## config.mk

```make
export PLATFORM = sky130hd
export DESIGN_NAME = uart_rx
export DESIGN_NICKNAME = d
export VERILOG_FILES = /design/src/rtl/uart_pkg.sv /design/src/rtl/uart_rx_sampler.sv /design/src/rtl/uart_rx.sv
export SDC_FILE = /design/constraint.sdc
export NUM_CORES = 1
export LEC_CHECK = 0
export ABC_AREA = 1
export CORE_ASPECT_RATIO = 0.6
export CORE_MARGIN = 4
export CORE_UTILIZATION = 33
export CTS_CLUSTER_SIZE = 25
export DETAILED_ROUTE_END_ITERATION = 12
export GPL_TIMING_DRIVEN = 0
export PLACE_DENSITY = 0.62
export SKIP_CTS_REPAIR_TIMING = 1
export SLEW_MARGIN = 20
export SYNTH_ARGS = -nofsm -noshare
export SYNTH_HDL_FRONTEND = slang
export SYNTH_HIERARCHICAL = 1
export SYNTH_SLANG_ARGS = --single-unit
```

## constraint.sdc

```tcl
create_clock -name CLK -period 6.7 [get_ports CLK]
set_input_delay 1.005 -clock CLK [delete_from_list [all_inputs] [get_ports CLK]]
set_output_delay 1.005 -clock CLK [all_outputs]
set_load 0.005 [all_outputs]
```

## src/rtl/uart_pkg.sv

```systemverilog
// rtl/uart_pkg.sv - shared UART definitions: receiver FSM states, framing bit levels, legal prescales
package uart_pkg;
  typedef enum logic [2:0] {IDLE, START, DATA, PARITY, STOP} uart_rx_state_e;

  localparam logic START_BIT = 1'b0;
  localparam logic STOP_BIT  = 1'b1;

  localparam logic [5:0] PRESCALE_X8  = 6'd8;
  localparam logic [5:0] PRESCALE_X16 = 6'd16;
  localparam logic [5:0] PRESCALE_X32 = 6'd32;
endpackage

```

## src/rtl/uart_rx_sampler.sv

```systemverilog
// rtl/uart_rx_sampler.sv - per-bit tick counter and mid-bit sampling for uart_rx
// UART_RX_MAJORITY_VOTE_EN selects 2-of-3 voting over the three middle ticks instead of the centre tick.
module uart_rx_sampler
  import uart_pkg::*;
(
  input  logic       CLK,
  input  logic       RST,
  input  logic       run,
  input  logic       rx_in,
  input  logic [5:0] prescale,
  output logic       sample_bit,
  output logic       sample_rdy,
  output logic       bit_done
);
  logic [5:0] edge_cnt_q, edge_cnt_d;
  logic [5:0] half;
  logic       in_window;

  assign half = {1'b0, prescale[5:1]};

  // edge_cnt_q holds the tick index of the clock edge that just happened
  always_comb begin
    edge_cnt_d = '0;
    if (run) edge_cnt_d = (edge_cnt_q == prescale - 6'd1) ? 6'd0 : edge_cnt_q + 6'd1;
  end

`ifdef UART_RX_MAJORITY_VOTE_EN
  logic [2:0] taps_q, taps_d;
  assign in_window  = (edge_cnt_d >= half - 6'd1) && (edge_cnt_d <= half + 6'd1);
  assign taps_d     = (run && in_window) ? {taps_q[1:0], rx_in} : taps_q;
  assign sample_bit = (taps_q[2] & taps_q[1]) | (taps_q[2] & taps_q[0]) | (taps_q[1] & taps_q[0]);
`else
  logic taps_q, taps_d;
  assign in_window  = (edge_cnt_d == half);
  assign taps_d     = (run && in_window) ? rx_in : taps_q;
  assign sample_bit = taps_q;
`endif

  always_ff @(posedge CLK or negedge RST) begin
    if (!RST) begin
      edge_cnt_q <= '0;
      taps_q     <= '0;
    end else begin
      edge_cnt_q <= edge_cnt_d;
      taps_q     <= taps_d;
    end
  end

  assign sample_rdy = run && (edge_cnt_q == half + 6'd1);
  assign bit_done   = run && (edge_cnt_q == prescale - 6'd1);
endmodule

```

## src/rtl/uart_rx.sv

```systemverilog
// rtl/uart_rx.sv - oversampling UART receiver: frame FSM, shift register, parity and stop checks
// Optional build macro UART_RX_MAJORITY_VOTE_EN (handled in uart_rx_sampler).
module uart_rx
  import uart_pkg::*;
#(
  parameter int width = 8
) (
  input  logic             CLK,
  input  logic             RST,
  input  logic             RX_IN,
  input  logic             PAR_EN,
  input  logic             PAR_TYP,
  input  logic [5:0]       Prescale,
  output logic [width-1:0] P_DATA,
  output logic             DATA_VALID,
  output logic             PAR_ERR,
  output logic             STP_ERR
);
  localparam int CW = $clog2(width + 3);

  uart_rx_state_e   state_q, state_d;
  logic [CW-1:0]    bit_cnt_q, bit_cnt_d;
  logic [width-1:0] shift_q, shift_d, p_data_q, p_data_d;
  logic [5:0]       prescale_q, prescale_d;
  logic             par_en_q, par_en_d, par_typ_q, par_typ_d, par_bad_q, par_bad_d;
  logic             data_valid_q, data_valid_d, par_err_q, par_err_d, stp_err_q, stp_err_d;
  logic             sample_bit, sample_rdy, bit_done;

  uart_rx_sampler u_sampler (
    .CLK        (CLK),
    .RST        (RST),
    .run        (state_q != IDLE),
    .rx_in      (RX_IN),
    .prescale   (prescale_q),
    .sample_bit (sample_bit),
    .sample_rdy (sample_rdy),
    .bit_done   (bit_done)
  );

  always_comb begin
    state_d      = state_q;
    bit_cnt_d    = bit_cnt_q;
    shift_d      = shift_q;
    prescale_d   = prescale_q;
    par_en_d     = par_en_q;
    par_typ_d    = par_typ_q;
    par_bad_d    = par_bad_q;
    p_data_d     = p_data_q;
    data_valid_d = 1'b0;
    par_err_d    = 1'b0;
    stp_err_d    = 1'b0;
    unique case (state_q)
      IDLE: if (RX_IN == START_BIT) begin
        state_d    = START;
        bit_cnt_d  = '0;
        par_bad_d  = 1'b0;
        prescale_d = Prescale;
        par_en_d   = PAR_EN;
        par_typ_d  = PAR_TYP;
      end
      START: begin
        if (sample_rdy && sample_bit != START_BIT) begin
          state_d = IDLE;
        end else if (bit_done) begin
          state_d   = DATA;
          bit_cnt_d = bit_cnt_q + CW'(1);
        end
      end
      DATA: begin
        if (sample_rdy) shift_d = {sample_bit, shift_q[width-1:1]};
        if (bit_done) begin
          bit_cnt_d = bit_cnt_q + CW'(1);
          if (bit_cnt_q == CW'(width)) state_d = par_en_q ? PARITY : STOP;
        end
      end
      PARITY: begin
        if (sample_rdy) par_bad_d = sample_bit != ((^shift_q) ^ par_typ_q);
        if (bit_done) begin
          state_d   = STOP;
          bit_cnt_d = bit_cnt_q + CW'(1);
        end
      end
      STOP: if (sample_rdy) begin
        // leave mid-bit so a back-to-back start bit is never missed
        state_d      = IDLE;
        bit_cnt_d    = '0;
        p_data_d     = shift_q;
        par_err_d    = par_bad_q;
        stp_err_d    = sample_bit != STOP_BIT;
        data_valid_d = !par_bad_q && sample_bit == STOP_BIT;
      end
      default: state_d = IDLE;
    endcase
  end

  always_ff @(posedge CLK or negedge RST) begin
    if (!RST) begin
      state_q      <= IDLE;
      bit_cnt_q    <= '0;
      shift_q      <= '0;
      prescale_q   <= '0;
      par_en_q     <= 1'b0;
      par_typ_q    <= 1'b0;
      par_bad_q    <= 1'b0;
      p_data_q     <= '0;
      data_valid_q <= 1'b0;
      par_err_q    <= 1'b0;
      stp_err_q    <= 1'b0;
    end else begin
      state_q      <= state_d;
      bit_cnt_q    <= bit_cnt_d;
      shift_q      <= shift_d;
      prescale_q   <= prescale_d;
      par_en_q     <= par_en_d;
      par_typ_q    <= par_typ_d;
      par_bad_q    <= par_bad_d;
      p_data_q     <= p_data_d;
      data_valid_q <= data_valid_d;
      par_err_q    <= par_err_d;
      stp_err_q    <= stp_err_d;
    end
  end

  assign P_DATA     = p_data_q;
  assign DATA_VALID = data_valid_q;
  assign PAR_ERR    = par_err_q;
  assign STP_ERR    = stp_err_q;
endmodule

```

==> key figures, run 1 <==
STA
  • Setup-failing EPs final: 0
  • RSZ-0062 raised after global routing: false
  • Clock Skew: 0.002774 ns
  • Least-Margin Pin Slew: 0.7718 ns
  • Fin. Hold Viols: 0
  • Hold slack: 0.4702 ns
  • Final worst-path cycle share: 0.4623
  • Post-route minimum period: 3.098 ns
  • Fmax achieved: 0.3228 GHz
  • Final Max Slew Viols: 0
  • Final TNS setup: 0 ns
  • Worst setup margin: 3.602 ns
  • Slew HR: 0.4808

Clocking
  • Clk sinks: 42
  • CTS max path bufs: 2
  • CTS Buf Count: 5
  • Htree depth: 2
  • CTS root buf: clkbuf_16
  • CTS tree: built
  • Clk slew on worst S/H paths: 0.06 ns
  • Later-pin clock latency in the skew report: 0.28 ns

Die
  • Die area: 9052 um^2
  • Die H: 75.32 um
  • Die width: 120.2 um
  • Core box area: 7297 um^2
  • Starting Density: 0.3416
  • Row count: 24
  • Num ports: 22

Route
  • Met2 WL: 2.129 mm
  • 1st-pass router iterations: 5
  • DRT antenna net count: 0
  • WL met1: 3.126 mm
  • Initial DRC Count: 192
  • Drt wl/cell: 12.25 um
  • DR vias/cell: 4.553
  • WL met3: 487 um
  • Max layer used: met4
  • Final WL: 5.784 mm
  • Vias: 2149
  • DRC: 0

Place
  • Gpl congestion: 0.8838
  • Pre-CTS setup slack: 3.639 ns
  • Placed insts: 464
  • I/O Buffers: 21
  • Post-DP HPWL: 4.410 mm

Power
  • Net Sw Frac: 0.4439
  • Reg power frac: 0.311
  • Max VDD drop: 0.0001477 V
  • Clock power frac: 0.206
  • Net Switching: 576.7 uW
  • Cell Pwr Density: 429.9 nW/um^2
  • Comb pwr share: 0.483
  • Tot Pwr: 1.299 mW
  • P_int: 722.3 uW
  • Pleak: 1.488 nW

Finish
  • Final instance count without filler cells: 472
  • P&R area growth vs syn: 21.24%
  • Fraction of layout cells with a size suffix above 1: 0.1250
  • Fin nets: 384
  • FILL cells: 751
  • # diodes: 0

Synthesis
  • Yosys top cell by area: dfrtp_1
  • Top post-synthesis cells by area: dfrtp_1 (42%), nand2_1 (18%), inv_1 (5.7%), nand3_1 (3.6%), o21ai_0 (3.6%)
  • Most instantiated cells after synthesis: nand2_1 (118), dfrtp_1 (42), inv_1 (38)
  • Most frequent cell after synthesis: nand2_1
  • Number of flops mapped to enable cells by yosys: 0
  • Syn Inst Count: 338
  • Post-synth top area share: 0.4217
  • Top_reg_cell synth: dfrtp_1
  • Post-synthesis net count: 355
  • Flops & latches, synth: 42
  • Seq/Total Area, Yosys: 0.4217
  • Synth cell types: 30
  • Synth Area per Inst: 7.374 um^2
  • Yosys warnings: 6
  • Netlist Area Pre-Place: 2492 um^2
  • Fraction of registers with async set/reset: 1.000

Setup path
  • Critical Path AT: 3.27 ns
  • Reg2reg setup slack: 3.60 ns
  • Critical path class: reg2reg
  • R2R cell count: 14
  • Crit Reg-Reg Endpoint: bit_cnt_q[3]
  • Critical path destination: bit_cnt_q[3]
  • CP Max Fanout: 9
  • Worst Setup SP: prescale_q[1]
  • Critical Path RT: 6.87 ns
  • RR Startpoint: prescale_q[1]
  • Crit path capture type: register
  • Startpoint Class: register

GRT
  • First-pass GRT wire length: 9.922 mm
  • Vias in the first global route: 1988
  • Remaining Overflow, GRT: 0
  • Largest net degree at the start of global routing: 23
  • Initial antenna violation count: 0
  • All-Layer GR Usage: 0.1418

Status
  • Status: completed

Job
  • Max Cap Viol: 0

Hold path
  • Hold Path Class: reg2reg
[flip-flops by register name (all words and copies together), names as in the netlist, 3 cells and up]
| name | flops |
|---|---|
| bit_cnt_q | 4 |
| shift_q | 8 |
| prescale_q | 6 |
| u_sampler/edge_cnt_q | 6 |
| P_DATA | 8 |
| state_q | 3 |
[layout by cell type (no fill, tap or decap)]
cell / instances
a21oi_2: 1
xnor2_1: 7
inv_1: 38
o21ai_0: 18
clkbuf_16: 5
o31ai_1: 1
clkbuf_8: 3
o21ai_1: 10
nor3_1: 3
nor2_4: 3
o22ai_1: 1
nor4_1: 3
o221ai_1: 1
clkdlybuf4s50_1: 20
mux2_2: 1
dfrtp_1: 42
nor3_2: 1
xor2_1: 4
buf_16: 1
nor3b_1: 1
buf_6: 2
buf_2: 3
a21oi_1: 7
nor2_2: 6
nand2_1: 118
nand3_2: 3
buf_4: 2
nand3_1: 18
inv_2: 10
nor2_1: 19
nand4_1: 5
ha_1: 6
nand2_4: 1
nand2_2: 4
[worst max-delay path: stages, from the launching register on]
cell	delay, ns
dfrtp_1	0.45
inv_1	0.15
ha_1	0.33
nand2_1	0.07
o21ai_0	0.08
nor4_1	0.32
nand2_1	0.09
nor4_1	0.60
inv_1	0.17
nand2_1	0.17
nand2_2	0.09
nor2_4	0.21
inv_2	0.05
o21ai_0	0.14
nor2_1	0.06
[logic make-up after synthesis]
family	count (synthesis)	synth area share
buf+inv	54	0.09137
fa+ha+maj	6	0.03012
simple gates	185	0.3308
compound gates	39	0.08284
xor+xnor	11	0.03865
mux	1	0.004518
flops	42	0.4217
[stage by stage]
stage / area [um^2] / util
detailed placement: 2855 / 0.3913
finish: 3022 / 0.4141
CTS: 3022 / 0.4141
global placement: 2833 / 0.3882
global route: 3022 / 0.4141
floorplan: 2492 / -
[routing by layer]
layer	track usage	vias up
li1	-	1126
met2	0.1853	58
met4	0.03807	0
met1	0.2182	961
met5	0	-
met3	0.04896	4
[how the worst min path moves through the flow]
stage               slack (ns)         end  startpoint  cells past startpoint
floorplan                 0.41  DATA_VALID   par_bad_q                      1
global placement          0.45  DATA_VALID   par_bad_q                      1
detailed placement        0.47  DATA_VALID   par_bad_q                      1
CTS                       0.48  DATA_VALID   par_bad_q                      1
global route              0.52  DATA_VALID   par_bad_q                      1
finish                    0.47  DATA_VALID   par_bad_q                      1
[power groups by stage]
stage | Combinational [mW] | Clock [mW] | Sequential (mW)
2_1_floorplan | 0.503 | 0 | 0.382
3_3_place_gp | 0.607 | 0 | 0.403
3_5_place_dp | 0.624 | 0 | 0.405
4_1_cts | 0.627 | 0.277 | 0.401
5_1_grt | 0.732 | 0.289 | 0.413
6_report | 0.628 | 0.268 | 0.403
[area by class of cell]
class | count | area (um^2) | share of cell area
Timing Repair Buffer | 22 | 232.7 | 0.07702
Tap cell | 104 | 130.1 | 0.04306
Multi-Input combinational cell | 242 | 1214 | 0.4017
Sequential cell | 42 | 1051 | 0.3478
Clock buffer | 8 | 166.4 | 0.05507
Inverter | 48 | 180.2 | 0.05963
Buffer | 6 | 47.55 | 0.01573
Power figures use the tool's default switching activity.
==> inputs of run 2 (changes only) <==
--- a/config.mk
+++ b/config.mk
@@ -12,7 +12,7 @@
 export CTS_CLUSTER_SIZE = 25
 export DETAILED_ROUTE_END_ITERATION = 12
 export GPL_TIMING_DRIVEN = 0
-export PLACE_DENSITY = 0.62
+export PLACE_DENSITY = 0.63
 export SKIP_CTS_REPAIR_TIMING = 1
 export SLEW_MARGIN = 20
 export SYNTH_ARGS = -nofsm -noshare
==> constraint.sdc (replaced) <==
create_clock -name CLK -period 2.5 [get_ports CLK]
set_input_delay 0.375 -clock CLK [delete_from_list [all_inputs] [get_ports CLK]]
set_output_delay 0.375 -clock CLK [all_outputs]
set_load 0.005 [all_outputs]
==> run 2 against run 1 <==
  * Setup slack lost 3.6 ns
  * Die area is the same
  * Non-clock buffer count grew 12
  * Total power grew to 3.0 times the previous value
  * Clock skew grew 0.0023 ns
  * Combinational power grew to 3.4 times the previous value
  * Clock power grew to 2.7 times the previous value
  * Largest cell class unchanged
==> key figures, run 2 (synthesized netlist as in run 1, its figures left out) <==
Die
  • Core box area: 7297 um^2 (unchanged)
  • Starting Density: 0.3416 (unchanged)
  • Row count: 24 (unchanged)
  • Die width: 120.2 um (unchanged)
  • Num ports: 22 (unchanged)
  • Die area: 9052 um^2 (unchanged)
  • Die H: 75.32 um (unchanged)

Power
  • Cell Pwr Density: 1199 nW/um^2 (was 429.9 nW/um^2)
  • Tot Pwr: 3.929 mW (was 1.299 mW)
  • Max VDD drop: 0.0005424 V (was 0.0001477 V)
  • Pleak: 1.587 nW (was 1.488 nW)

Finish
  • # diodes: 0 (unchanged)
  • P&R area growth vs syn: 31.48% (was 21.24%)
  • Commonest cells after routing, fill and taps aside: nand2_1 (111), dfrtp_1 (40), inv_1 (33), clkdlybuf4s50_1 (20), nor2_1 (17) (was nand2_1 (118), dfrtp_1 (42), inv_1 (38), clkdlybuf4s50_1 (20), nor2_1 (19))
  • Final Util: 0.4491 (was 0.4141)
  • Final Cell Area: 3277 um^2 (was 3022 um^2)
  • Final instance count without filler cells: 484 (was 472)
  • FILL cells: 710 (was 751)
  • Fin nets: 396 (was 384)
  • Fraction of layout cells with a size suffix above 1: 0.2316 (was 0.1250)
  • Commonest non-fill, non-tap cell in the layout: nand2_1 (unchanged)

STA
  • RSZ-0062 raised after global routing: true (was false)
  • Clock Skew: 0.005090 ns (was 0.002774 ns)
  • Final TNS setup: 0 ns (unchanged)
  • Slew HR: 0.6855 (was 0.4808)
  • Setup-failing EPs final: 0 (unchanged)
  • Final Max Slew Viols: 0 (unchanged)
  • Post-route minimum period: 2.483 ns (was 3.098 ns)
  • Fin. Hold Viols: 0 (unchanged)
  • Least-Margin Pin Slew: 0.4718 ns (was 0.7718 ns)
  • Final worst-path cycle share: 0.9931 (was 0.4623)
  • Fmax achieved: 0.4028 GHz (was 0.3228 GHz)

Hold path
  • Hold Path Class: reg2reg (unchanged)
  • Hold path endpoint: DATA_VALID (unchanged)
  • Worst Hold Depth: 1 (unchanged)
  • Hold_sp: par_bad_q (unchanged)

Route
  • DR vias/cell: 4.583 (was 4.553)
  • Initial DRC Count: 101 (was 192)
  • Final WL: 5.875 mm (was 5.784 mm)
  • Vias: 2218 (was 2149)
  • DRC: 0 (unchanged)
  • DRT antenna net count: 0 (unchanged)
  • 1st-pass router iterations: 4 (was 5)
  • Drt wl/cell: 12.14 um (was 12.25 um)

Clocking
  • CTS Buf Count: 5 (unchanged)
  • Clk slew on worst S/H paths: 0.06 ns (about the same)
  • CTS tree: built (unchanged)
  • Clk sinks: 42 (unchanged)
  • CTS max path bufs: 2 (unchanged)
  • Later-pin clock latency in the skew report: 0.28 ns (about the same)
  • CTS root buf: clkbuf_16 (unchanged)
  • Htree depth: 2 (unchanged)

Setup path
  • CP Max Fanout: 8 (was 9)
  • R2R cell count: 14 (unchanged)
  • Critical path class: reg2reg (unchanged)
  • RR Startpoint: prescale_q[2] (was prescale_q[1])
  • Crit Reg-Reg Endpoint: bit_cnt_q[2] (was bit_cnt_q[3])
  • Startpoint Class: register (unchanged)
  • Reg2reg setup slack: 0.02 ns (was 3.60 ns)
  • Crit path capture type: register (unchanged)
  • Critical Path RT: 2.67 ns (was 6.87 ns)
  • Critical Path AT: 2.65 ns (was 3.27 ns)

Place
  • Post-DP HPWL: 4.219 mm (was 4.410 mm)
  • Gpl congestion: 0.9018 (was 0.8838)
  • Placed insts: 464 (unchanged)
  • I/O Buffers: 21 (unchanged)
  • Placed Instance Area: 2854 um^2 (was 2855 um^2)

Job
  • Max Cap Viol: 0 (unchanged)

GRT
  • Largest net degree at the start of global routing: 32 (was 23)
  • Initial antenna violation count: 0 (unchanged)
  • All-Layer GR Usage: 0.1284 (was 0.1418)
  • Vias in the first global route: 1924 (was 1988)
  • First-pass GRT wire length: 9.232 mm (was 9.922 mm)
  • Remaining Overflow, GRT: 0 (unchanged)

Status
  • Status: completed (unchanged)
[run 2: changes by cell type in the layout (fill, tap and decap cells not counted), sizes merged]
| cell | before | now |
|---|---|---|
| bufinv | 0 | 1 |
| clkinv | 0 | 2 |
| clkbuf | 8 | 5 |
| buf | 8 | 19 |
| dlygate4sd3 | 0 | 1 |
[run 2: worst max-delay path, stage by stage, from the launching register on]
cell and delay (ns):
dfrtp_2 0.47, ha_4 0.20, xnor2_2 0.13, xor2_1 0.14, nor4_1 0.28, nand2_1 0.14
nor4_4 0.22, buf_4 0.19, inv_2 0.05, nand2_2 0.08, nand2_4 0.06, nor2_4 0.19
inv_2 0.08, o21ai_2 0.11, nor2_1 0.05
[run 2: worst max path at each step]
stage	startpoint	end	depth (start not counted)
after floorplan	prescale_q[1]	bit_cnt_q[2]	14
after global placement	prescale_q[1]	bit_cnt_q[2]	14
after detailed placement	prescale_q[1]	bit_cnt_q[2]	14
after CTS	prescale_q[1]	bit_cnt_q[2]	14
after global routing	prescale_q[2]	bit_cnt_q[3]	14
final	prescale_q[2]	bit_cnt_q[2]	14
[run 2: area by class of cell]
cell class / count / area, um^2 / area share
Clock inverter: 3 / 40.04 / 0.01222
Timing Repair Buffer: 34 / 319.1 / 0.09737
Multi-Input combinational cell: 242 / 1368 / 0.4173
Inverter: 48 / 187.7 / 0.05727
Clock buffer: 5 / 125.1 / 0.03818
Sequential cell: 42 / 1054 / 0.3215
Tap cell: 104 / 130.1 / 0.03971
Buffer: 6 / 53.80 / 0.01642
[run 2: layer usage]
metal  wire (um)  GRT usage  part of all wire
met1        3082     0.1948              0.52
met2        2498     0.1859              0.43
met3         248    0.03116             0.042
met4          46    0.02665            0.0078
met5           0          0                 0
[run 2: per-stage QoR]
stage,hold WS (ns),setup slack (ns)
finish,0.4588,0.01718
global route,0.4877,-0.1445
CTS,-0.02141,-0.3264
detailed placement,0.2815,-0.2859
global placement,0.4375,-0.2488
floorplan,0.07941,0.1279
[run 2: power breakdown]
group / switching, mW / internal (mW)
sequential: 0.230 / 0.865
clock: 0.255 / 0.467
combinational: 1.26 / 0.852
total: 1.75 / 2.18
